[src/rtl/trap_ctrl.sv]
// Trap controller: arbitrates synchronous exceptions against M-mode interrupts,
// drains the pipeline for interrupts, commits the trap and redirects fetch.
module trap_ctrl #(
  parameter bit VECTOR_EN = 1'b1
) (
  input  logic        clk,
  input  logic        rst,
  input  logic [1:0]  pmode,
  input  logic        mstatus_mie,
  input  logic [63:0] mie,
  input  logic        irq_msi,
  input  logic        irq_mti,
  input  logic        irq_mei,
  input  logic [63:0] mtvec,
  input  logic        exc_valid,
  input  logic [5:0]  exc_code,
  input  logic [63:0] exc_pc,
  input  logic        drain_ack,
  input  logic [63:0] drain_pc,
  output logic        stall_req,
  output logic        trap_valid,
  output logic [5:0]  trap_code,
  output logic        trap_is_exc,
  output logic [63:0] trap_pc,
  output logic        redirect_valid,
  output logic [63:0] redirect_pc,
  output logic [63:0] mip_view,
  output logic        busy
);

  typedef enum logic [1:0] {
    S_IDLE,
    S_DRAIN,
    S_COMMIT,
    S_REDIR
  } state_t;

  state_t      r_state;
  logic [63:0] r_mip;
  logic        r_stall;
  logic        r_busy;
  logic        r_trap_valid;
  logic [5:0]  r_code;
  logic        r_is_exc;
  logic [63:0] r_pc;
  logic        r_redir_valid;
  logic [63:0] r_rpc;

  logic [63:0] w_pend;
  logic        w_take;
  logic [5:0]  w_code;
  logic [63:0] w_base;
  logic [63:0] w_target;

  always_comb begin
    w_pend = r_mip & mie;
    w_take = (|w_pend) && ((pmode == 2'd0) || mstatus_mie);
    w_code = 6'd7;
    priority case (1'b1)
      w_pend[11]: w_code = 6'd11;
      w_pend[3]:  w_code = 6'd3;
      default:    w_code = 6'd7;
    endcase
  end

  // Vectored offset applies to interrupts only; modes 2/3 fall back to direct
  always_comb begin
    w_base   = {mtvec[63:2], 2'b00};
    w_target = w_base;
    if (VECTOR_EN && (mtvec[1:0] == 2'b01) && !r_is_exc)
      w_target = w_base + {56'd0, r_code, 2'b00};
  end

  always_ff @(posedge clk) begin
    if (rst) begin
      r_state       <= S_IDLE;
      r_mip         <= 64'd0;
      r_stall       <= 1'b0;
      r_busy        <= 1'b0;
      r_trap_valid  <= 1'b0;
      r_code        <= 6'd0;
      r_is_exc      <= 1'b0;
      r_pc          <= 64'd0;
      r_redir_valid <= 1'b0;
      r_rpc         <= 64'd0;
    end else begin
      r_mip <= {52'd0, irq_mei, 3'd0, irq_mti,
                3'd0, irq_msi, 3'd0};
      r_trap_valid  <= 1'b0;
      r_redir_valid <= 1'b0;
      unique case (r_state)
        S_IDLE, S_DRAIN: begin
          if (exc_valid) begin
            r_code       <= exc_code;
            r_pc         <= exc_pc;
            r_is_exc     <= 1'b1;
            r_state      <= S_COMMIT;
            r_trap_valid <= 1'b1;
            r_stall      <= 1'b1;
            r_busy       <= 1'b1;
          end else if (r_state == S_IDLE) begin
            if (w_take) begin
              r_code   <= w_code;
              r_is_exc <= 1'b0;
              r_state  <= S_DRAIN;
              r_stall  <= 1'b1;
              r_busy   <= 1'b1;
            end
          end else if (!w_take) begin
            r_state <= S_IDLE;
            r_stall <= 1'b0;
            r_busy  <= 1'b0;
          end else if (drain_ack) begin
            r_pc         <= drain_pc;
            r_state      <= S_COMMIT;
            r_trap_valid <= 1'b1;
          end else begin
            r_code <= w_code;
          end
        end
        S_COMMIT: begin
          r_rpc         <= w_target;
          r_state       <= S_REDIR;
          r_redir_valid <= 1'b1;
        end
        S_REDIR: begin
          r_state <= S_IDLE;
          r_stall <= 1'b0;
          r_busy  <= 1'b0;
        end
      endcase
    end
  end

  assign stall_req      = r_stall;
  assign busy           = r_busy;
  assign trap_valid     = r_trap_valid;
  assign trap_code      = r_code;
  assign trap_is_exc    = r_is_exc;
  assign trap_pc        = r_pc;
  assign redirect_valid = r_redir_valid;
  assign redirect_pc    = r_rpc;
  assign mip_view       = r_mip;

endmodule

[config.mk]
export PLATFORM = sky130hd
export DESIGN_NAME = trap_ctrl
export DESIGN_NICKNAME = d
export VERILOG_FILES = /design/src/rtl/trap_ctrl.sv
export SDC_FILE = /design/constraint.sdc
export NUM_CORES = 1
export LEC_CHECK = 0
export ABC_AREA = 1
export BUFFER_PORTS_ARGS = -buffer_cell sky130_fd_sc_hd__buf_2
export CAP_MARGIN = 5
export CORE_AREA = 2 2 185 187
export DETAILED_ROUTE_END_ITERATION = 8
export DIE_AREA = 0 0 187 189
export PLACE_DENSITY = 0.64
export SYNTH_ARGS = -nofsm -noshare
export SYNTH_HDL_FRONTEND = slang
export SYNTH_SLANG_ARGS = --single-unit
[constraint.sdc]
create_clock -name clk -period 3.81 [get_ports clk]
set_input_delay 0.381 -clock clk [delete_from_list [all_inputs] [get_ports clk]]
set_output_delay 0.381 -clock clk [all_outputs]
set_load 0.005 [all_outputs]
* Word-level counts from Yosys, hierarchy flattened
Cells that the tools add are included.
** Storage, ports and cells
- Flip-flop bits (word level) :: 204
** Operators by class
- Add/subtract/negate cells :: 1
- Equality and inequality tests :: 9
- Muxes and demuxes :: 31
- Bitwise gates (word level) :: 2
- Reductions and logical operators :: 18
** Operator list (number)
- 64-bit 2-to-1 mux :: 5
- 64-bit by 8-bit adder with 64-bit output :: 1
- 64-bit AND :: 1
- 64-bit OR reduction :: 1
- 6-bit 2-to-1 mux :: 6
- 1-bit 2-to-1 mux :: 12
- 2-bit 2-to-1 mux :: 5
- 3-bit AND reduction :: 3
- 4-bit inequality test, second input constant :: 2
- 2-bit nonzero test :: 4
- 2-bit case mux with 3 select lines :: 1
- 5-bit inequality test, second input constant :: 1
- 2-bit by 1-bit == test with 1-bit output, second input constant :: 2
- 2-bit == test, second input constant :: 2
- 2-bit logical NOT :: 2
- 4-bit AND reduction :: 1
- 2-bit OR reduction :: 2
- 3-bit 2-to-1 mux :: 1
- 3-bit by 2-bit inequality test with 1-bit output, second input constant :: 1
- 1-bit logical AND :: 2
- 2-bit inequality test, second input constant :: 1
- 1-bit case mux with 2 select lines :: 1
- 2-bit AND reduction :: 1
- 1-bit logical NOT :: 1
- other kinds (2) :: 2

* Logic depth before layout (Yosys ltp)
Gate-level depths: netlist of the first run.
- Depth after elaboration :: 7
- Mapped depth :: 14
- Gate-level depth less buffers :: 14

* Worst setup path before layout of the first run
No wires, ideal clock.
- Kind :: in2reg
- Start point :: input port mtvec[2]
- End point :: register r_rpc[14] (netlist: redirect_pc[14])
- Setup time :: 116 ps
- Arrival time :: 1756 ps
- Slack :: 1938 ps
- Cell stages on the path :: 11
- Path buffers :: 0
- Path through :: ha_1 > fa_1 > nand3_1 > nand3_1 > nand3_1 > nand2_1 > nand2_1 > xor2_1 > nand2_1 > o211ai_1 > inv_1
** On the way
- Longest elaborated chain between the ends :: 2
** Ends and longest elaborated chain
- start: declaration :: line 14 : input logic [63:0] mtvec,
- 64-bit by 8-bit adder with 64-bit output :: line 71 : w_target = w_base + {56'd0, r_code, 2'b00};
- 64-bit 2-to-1 mux :: line 70 : if (VECTOR_EN && (mtvec[1:0] == 2'b01) && !r_is_exc)
- end signal: assignment :: line 122 : r_rpc <= w_target;
- end: declaration :: line 47 : logic [63:0] r_rpc;
Every way passes these cells.
A chain may end at the register's enable or synchronous reset.

* Worst setup path in the final report of the first run
- Start point :: register r_code[5] (netlist: trap_code[5])
- End point :: register r_rpc[56] (netlist: redirect_pc[56])
** On the way
- Longest elaborated chain between the ends :: 2
** Ends and longest elaborated chain
- start: declaration :: line 43 : logic [5:0] r_code;
- start signal: assignment :: line 94 : r_code <= exc_code;
- start signal: assignment :: line 103 : r_code <= w_code;
- start signal: assignment :: line 118 : r_code <= w_code;
- 64-bit by 8-bit adder with 64-bit output :: line 71
- 64-bit 2-to-1 mux :: line 70
Every way passes these cells.

==> flow_summary_export.csv, run 1 <==
group,metric,value,unit
outcome,outcome,"finished, final reports clean",
setup_path,cpMostUsedCell,"nand2_1",
layout,finalNetCount,2091,
detailed_routing,routed_wl,34700,um
floorplanning,dieArea,0.0353,mm^2
synthesis,synth-simple-area-share,42.1,%
detailed_routing,first_pass_iters,8,
sta,finalCriticalPeriod,2230,ps
sta,slew_headroom,30.7,%
sta,fin_tns_setup,0,ps
synthesis,synth_xor_area_share,1.83,%
setup_path,cpPeakStageDelay,370,ps
sta,hold_viol_final,0,
pwr,power_frac_seq,38.2,%
clocking,clockBufferDepth,2,
pwr,switchingPower,1.52,mW
floorplanning,num_io_pins,475,
synthesis,synth_top_family_by_area,"simple AND/OR/NAND/NOR gates",
floorplanning,fp.dieW,187,um
layout,layout_common_cells,"525 x nand2_1, 349 x buf_2, 181 x nor2_1",
layout,n_fill_cell,3706,
clocking,htreeDepth,4,
placed_design,dp_slack,1430,ps
clocking,cts_hold_buf,0,
clocking,clock-root-buffer,"clkbuf_16",
floorplanning,core-area,0.0333,mm^2
global_routing,grt_first_pass_wirelength,51900,um
sta,drv_slew,0,
sta,clock.fmax,448,MHz
setup_path,path_max_fanout,6,
flow_run,timing.max_cap.violations,0,
setup_path,crit_slowest_cell,"ha_1",
setup_path,crit_buf_inv,1,
detailed_routing,wire_per_inst,15.3,um
synthesis,syn_avg_cell_area,6.04,um^2
floorplanning,initial_utilization,27.3,%
setup_path,start_kind,"flip-flop",
clocking,cts_tree,"done",
layout,multiInputGateArea,0.00525,mm^2
layout,syn_to_final_growth,27.1,%
synthesis,synth.distinct_cells,39,
placed_design,numPortBuffers,350,
synthesis,yosysSeqAreaShare,31.1,%
synthesis,async_reset_ff_share,0,%
detailed_routing,vias_per_cell,4.52,
sta,period_share,58.5,%
sta,worst_pin_slew,1040,ps
global_routing,grt_usage,18.7,%
detailed_routing,drc,0,
sta,rsz0062_at_grt,"false",
global_routing,antenna_found_initial,7,
floorplanning,die_h,189,um
pwr,internal_power,2.93,mW
layout,seqCellArea,0.00282,mm^2
setup_path,worstPathArrival,2580,ps
pwr,clockPowerShare,38.9,%
sta,fin_worst_skew,14.9,ps
sta,finalSetupViolations,0,
synthesis,synthMuxAreaShare,0,%
setup_path,end_kind,"flip-flop",
setup_path,cp_data_required_time,4160,ps
synthesis,synth_fa_ha_area_share,1.05,%
pwr,combPwrFrac,22.9,%
clocking,clkTransAtPathRegs,80,ps
hold_path,hold_path.class,"in2reg",
floorplanning,rows,67,
detailed_routing,vias,10292,
clocking,clk_latency,440,ps
synthesis,ys_warn_count,0,
clocking,post_cts_resized,0,
synthesis,syn-cell-area,0.00907,mm^2
pwr,leakage,6.03,nW
pwr,vdd_drop_max,0.000265,V
global_routing,grt_max_degree,76,
synthesis,synthCells,1502,
sta,setup_slack,1580,ps
detailed_routing,drt_iter0_drc,567,
global_routing,grt_pass1_vias,9365,
pwr,p_per_area,386,mW/mm^2
setup_path,cp_top_family,"simple AND/OR/NAND/NOR gates",
clocking,post_cts_buffers,0,
global_routing,gr-total-overflow,0,
synthesis,synth-main-ff-cell,"dfxtp_1",
synthesis,synth_compound_area_share,10.0,%
setup_path,worstPathCellList,"ha_1, nand2_1, nor2_2, nand2_1, nand3_2, nand4_1, nor2_2, nand2_1, nand2_1, nand3_1, nand2_1, inv_1",
setup_path,path_class,"reg2reg",
placed_design,hpwl,27100,um
clocking,cts.sinks,141,
synthesis,synth_seq_cells,141,
clocking,numCtsBuffers,17,
placed_design,gp_congestion,0.910,
detailed_routing,antenna_left,0,
pwr,sw_frac_of_total,34.2,%
synthesis,synth_edf_count,0,
layout,final_common_cell,"nand2_1",
layout,drive_gt1_share,23.7,%
[cell usage after synthesis (14+ instances only)]
master,instances,share of area [%]
nor2_1,183,7.6
buf_4,76,6.3
inv_1,115,4.8
dfxtp_1,141,31
nand4_1,21,1.4
buf_2,17,0.94
nor2_2,14,0.97
clkbuf_1,40,1.7
nand2_1,526,22
a21oi_1,107,5.9
o21ai_0,51,2.8
nand3_1,120,6.6
[worst paths after layout]
check,cells after the start,endpoint,slack (ps),from
max reg2reg,12,redirect_pc[56],1580,trap_code[5]
min,3,mip_view[7],150,irq_mti
min reg2reg,2,trap_pc[11],460,trap_pc[11]
max,12,redirect_pc[56],1580,trap_code[5]
[metal layers]
metal | vias up | routed length, um | GRT usage [%]
met2 | 382 | 17300 | 33.6
met3 | 50 | 2310 | 4.75
met4 | 4 | 933 | 6.68
met1 | 4613 | 14200 | 21.6
met5 | - | 19 | 0
li1 | 5243 | - | -
[power groups by stage]
stage | logic (mW) | clock network [mW] | registers, mW
after CTS | 1.03 | 1.77 | 1.70
after global placement | 1.01 | 0 | 1.73
after floorplan | 0.621 | 0 | 1.73
final | 1.02 | 1.73 | 1.70
after detailed placement | 1.02 | 0 | 1.73
after global routing | 1.15 | 1.83 | 1.72
[worst register-to-register path, delay by kind of cell, from the launching register on]
family                   cells  cell delay (ps)
buffers and inverters        1               30
adder cells (fa/ha/maj)      1              370
AND/OR/NAND/NOR             10             1410
flip-flops                   1              350
[area by class of cell]
class,instances,share of cell area [%]
clock inverters,15,1.45
clock buffers,17,3.69
diodes,5,0.108
well taps,448,4.86
flip-flops and latches,141,24.5
multi-input cells,1169,45.5
inverters,121,3.94
repair buffers,362,16.0
[kinds of logic (layout without fill, tap and decap cells)]
family,count (synthesis),count (layout)
adders and majority gates,7,7
and+or+nand+nor,904,904
AOI/OAI and AO/OA,176,176
buffers and inverters,254,515
DFF,141,141
xor gates and xnor gates,19,19
other,1,68
[state kept, by name (all words and copies together) (netlist names)]
| signal | count |
|---|---|
| redirect_valid | 1 |
| trap_pc | 64 |
| redirect_pc | 62 |
| mip_view | 3 |
| trap_code | 6 |
| r_state | 2 |
| busy | 1 |
| trap_valid | 1 |
| trap_is_exc | 1 |
[through the flow]
stage | util, % | instance area [um^2] | hold WS (ps) | std cells | total power [mW]
final | 34.7 | 11500 | 145 | 2278 | 4.45
after global routing | 34.6 | 11500 | 143 | 2273 | 4.70
after CTS | 34.6 | 11500 | 128 | 2273 | 4.51
after detailed placement | 32.8 | 10900 | 451 | 2241 | 2.76
after global placement | 32.8 | 10900 | 447 | 2241 | 2.75
after floorplan | - | 9310 | 456 | 1564 | 2.35
Note: power is estimated with default switching activity, not from simulation.
==> run 2, diff against run 1 <==
Settings changed: CORE_AREA 2 2 185 187 to 2 2 187 189, DIE_AREA 0 0 187 189 to 0 0 189 191, PLACE_DENSITY 0.64 to 0.63.
Clock period 3.81 ns to 2.33 ns, I/O delays scaled along.
==> flow_summary_export.csv, run 2 (same netlist as run 1, synthesis figures left out) <==
group,metric,value,unit
outcome,outcome,"finished, final reports clean",
layout,syn_to_final_growth,28.3,%
setup_path,path_max_fanout,4,
clocking,cts.sinks,141,
layout,finalNetCount,2097,
global_routing,grt_first_pass_wirelength,52600,um
detailed_routing,drc,0,
setup_path,cp_data_required_time,2660,ps
sta,fin_tns_setup,0,ps
setup_path,r2r_slack,130,ps
sta,hold_viol_final,0,
hold_path,hp-start,"exc_code[5]",
setup_path,worstPathArrival,2520,ps
clocking,numCtsBuffers,17,
setup_path,path_class,"reg2reg",
detailed_routing,wire_per_inst,15.6,um
detailed_routing,first_pass_iters,5,
setup_path,reg2reg_to,"redirect_pc[46]",
setup_path,start_kind,"flip-flop",
sta,clock.fmax,455,MHz
setup_path,r2r-start,"trap_code[0]",
sta,finalCriticalPeriod,2200,ps
pwr,leakage,6.07,nW
detailed_routing,drt_iter0_drc,488,
floorplanning,num_io_pins,475,
clocking,clk_latency,460,ps
floorplanning,dieArea,0.0361,mm^2
layout,layout_common_cells,"525 x nand2_1, 349 x buf_2, 181 x nor2_1",
pwr,vdd_drop_max,0.000466,V
setup_path,reg2regPathDepth,9,
flow_run,timing.max_cap.violations,0,
hold_path,hold_path.class,"in2reg",
pwr,p_per_area,616,mW/mm^2
detailed_routing,vias,10294,
floorplanning,initial_utilization,26.6,%
setup_path,end_kind,"flip-flop",
placed_design,gp_congestion,0.920,
placed_design,numPortBuffers,350,
clocking,clockBufferDepth,2,
layout,largest_reg_flops,64,
clocking,cts_tree,"done",
sta,period_share,94.2,%
global_routing,grt_usage,18.9,%
sta,drv_slew,0,
sta,fin_worst_skew,12.8,ps
sta,slew_headroom,61.5,%
layout,final_common_cell,"nand2_1",
hold_path,hold_depth,3,
hold_path,min_to,"trap_code[5]",
sta,rsz0062_at_grt,"false",
global_routing,gr-total-overflow,0,
global_routing,antenna_found_initial,9,
detailed_routing,vias_per_cell,4.50,
clocking,clkTransAtPathRegs,70,ps
placed_design,dpl_cell_area,0.0110,mm^2
detailed_routing,antenna_left,0,
sta,finalSetupViolations,0,
placed_design,hpwl,27400,um
global_routing,grt_max_degree,104,
floorplanning,rows,68,
layout,finalInstanceArea,0.0116,mm^2
floorplanning,die_h,191,um
floorplanning,fp.dieW,189,um
global_routing,grt_pass1_vias,9158,
clocking,clock-root-buffer,"clkbuf_16",
floorplanning,core-area,0.0341,mm^2
clocking,htreeDepth,4,
detailed_routing,routed_wl,35600,um
layout,drive_gt1_share,23.8,%
sta,worst_pin_slew,577,ps
run 2: cell count changes in the layout (fill, tap and decap cells not counted):
cell	delta
clkinv_2	+3
clkinvlp_4	-1
buf_12	+7
diode_2	-1
inv_8	-1
buf_4	-5
dlygate4sd3_1	+4
clkinv_4	+1
bufinv_16	-1
clkinv_8	-1
run 2: routing by layer:
layer | wire length [um] | up-vias | global-route usage [%]
li1 | - | 5258 | -
met1 | 14600 | 4633 | 22.0
met2 | 17700 | 345 | 33.5
met3 | 2440 | 48 | 5.01
met4 | 790 | 10 | 6.37
met5 | 77 | - | 0
run 2: worst max-delay path by stage:
| stage | start | slack, ps | endpoint | cells past startpoint |
|---|---|---|---|---|
| global placement | mtvec[2] | 130 | redirect_pc[46] | 10 |
| global route | trap_code[2] | 50 | redirect_pc[56] | 12 |
| detailed placement | mtvec[2] | 100 | redirect_pc[46] | 10 |
| finish | trap_code[0] | 130 | redirect_pc[46] | 9 |
| floorplan | trap_code[0] | 530 | redirect_pc[14] | 11 |
| CTS | trap_code[0] | 150 | redirect_pc[46] | 9 |
run 2: power by group:
group	switching [mW]	internal, mW	total, mW	leakage (nW)
logic	1.07	0.654	1.72	4.64
clock network	1.27	1.40	2.67	0.275
registers	0.132	2.65	2.78	1.16
total	2.47	4.70	7.17	6.07
run 2: repair_timing:
| action | in CTS | in global routing |
|---|---|---|
| hold buffers | 4 | 0 |
| setup buffers | 0 | 0 |
| endpoints found under the hold margin | 4 | 0 |
| gates resized for setup | 0 | 0 |
run 2: critical path: stages (launching register included):
cell and delay [ps]:
dfxtp_1 320, ha_1 220, fa_1 470, nand3_1 130, nand3_1 210, nand3_1 140
nand2_1 100, nand4_1 160, xor2_1 230, a21oi_1 90
run 2: final cells by class:
class / instances / area [um^2]
diodes: 4 / 10.0
clock buffers: 17 / 425
clock inverters: 15 / 126
fillers: 3813 / 22500
inverters: 121 / 454
multi-input cells: 1169 / 5250
flip-flops and latches: 141 / 2820
well taps: 455 / 569
repair buffers: 368 / 1990
run 2: metrics by stage:
stage / std cells / setup slack, ps / power, mW / hold WS [ps] / utilization [%]
2_1_floorplan: 1564 / 531 / 3.85 / 340 / -
3_3_place_gp: 2250 / 129 / 4.54 / 433 / 32.4
3_5_place_dp: 2250 / 104 / 4.55 / 443 / 32.4
4_1_cts: 2286 / 153 / 7.28 / 13.8 / 34.1
5_1_grt: 2288 / 52.1 / 7.58 / 54.2 / 34.1
6_report: 2290 / 134 / 7.17 / 44.2 / 34.1
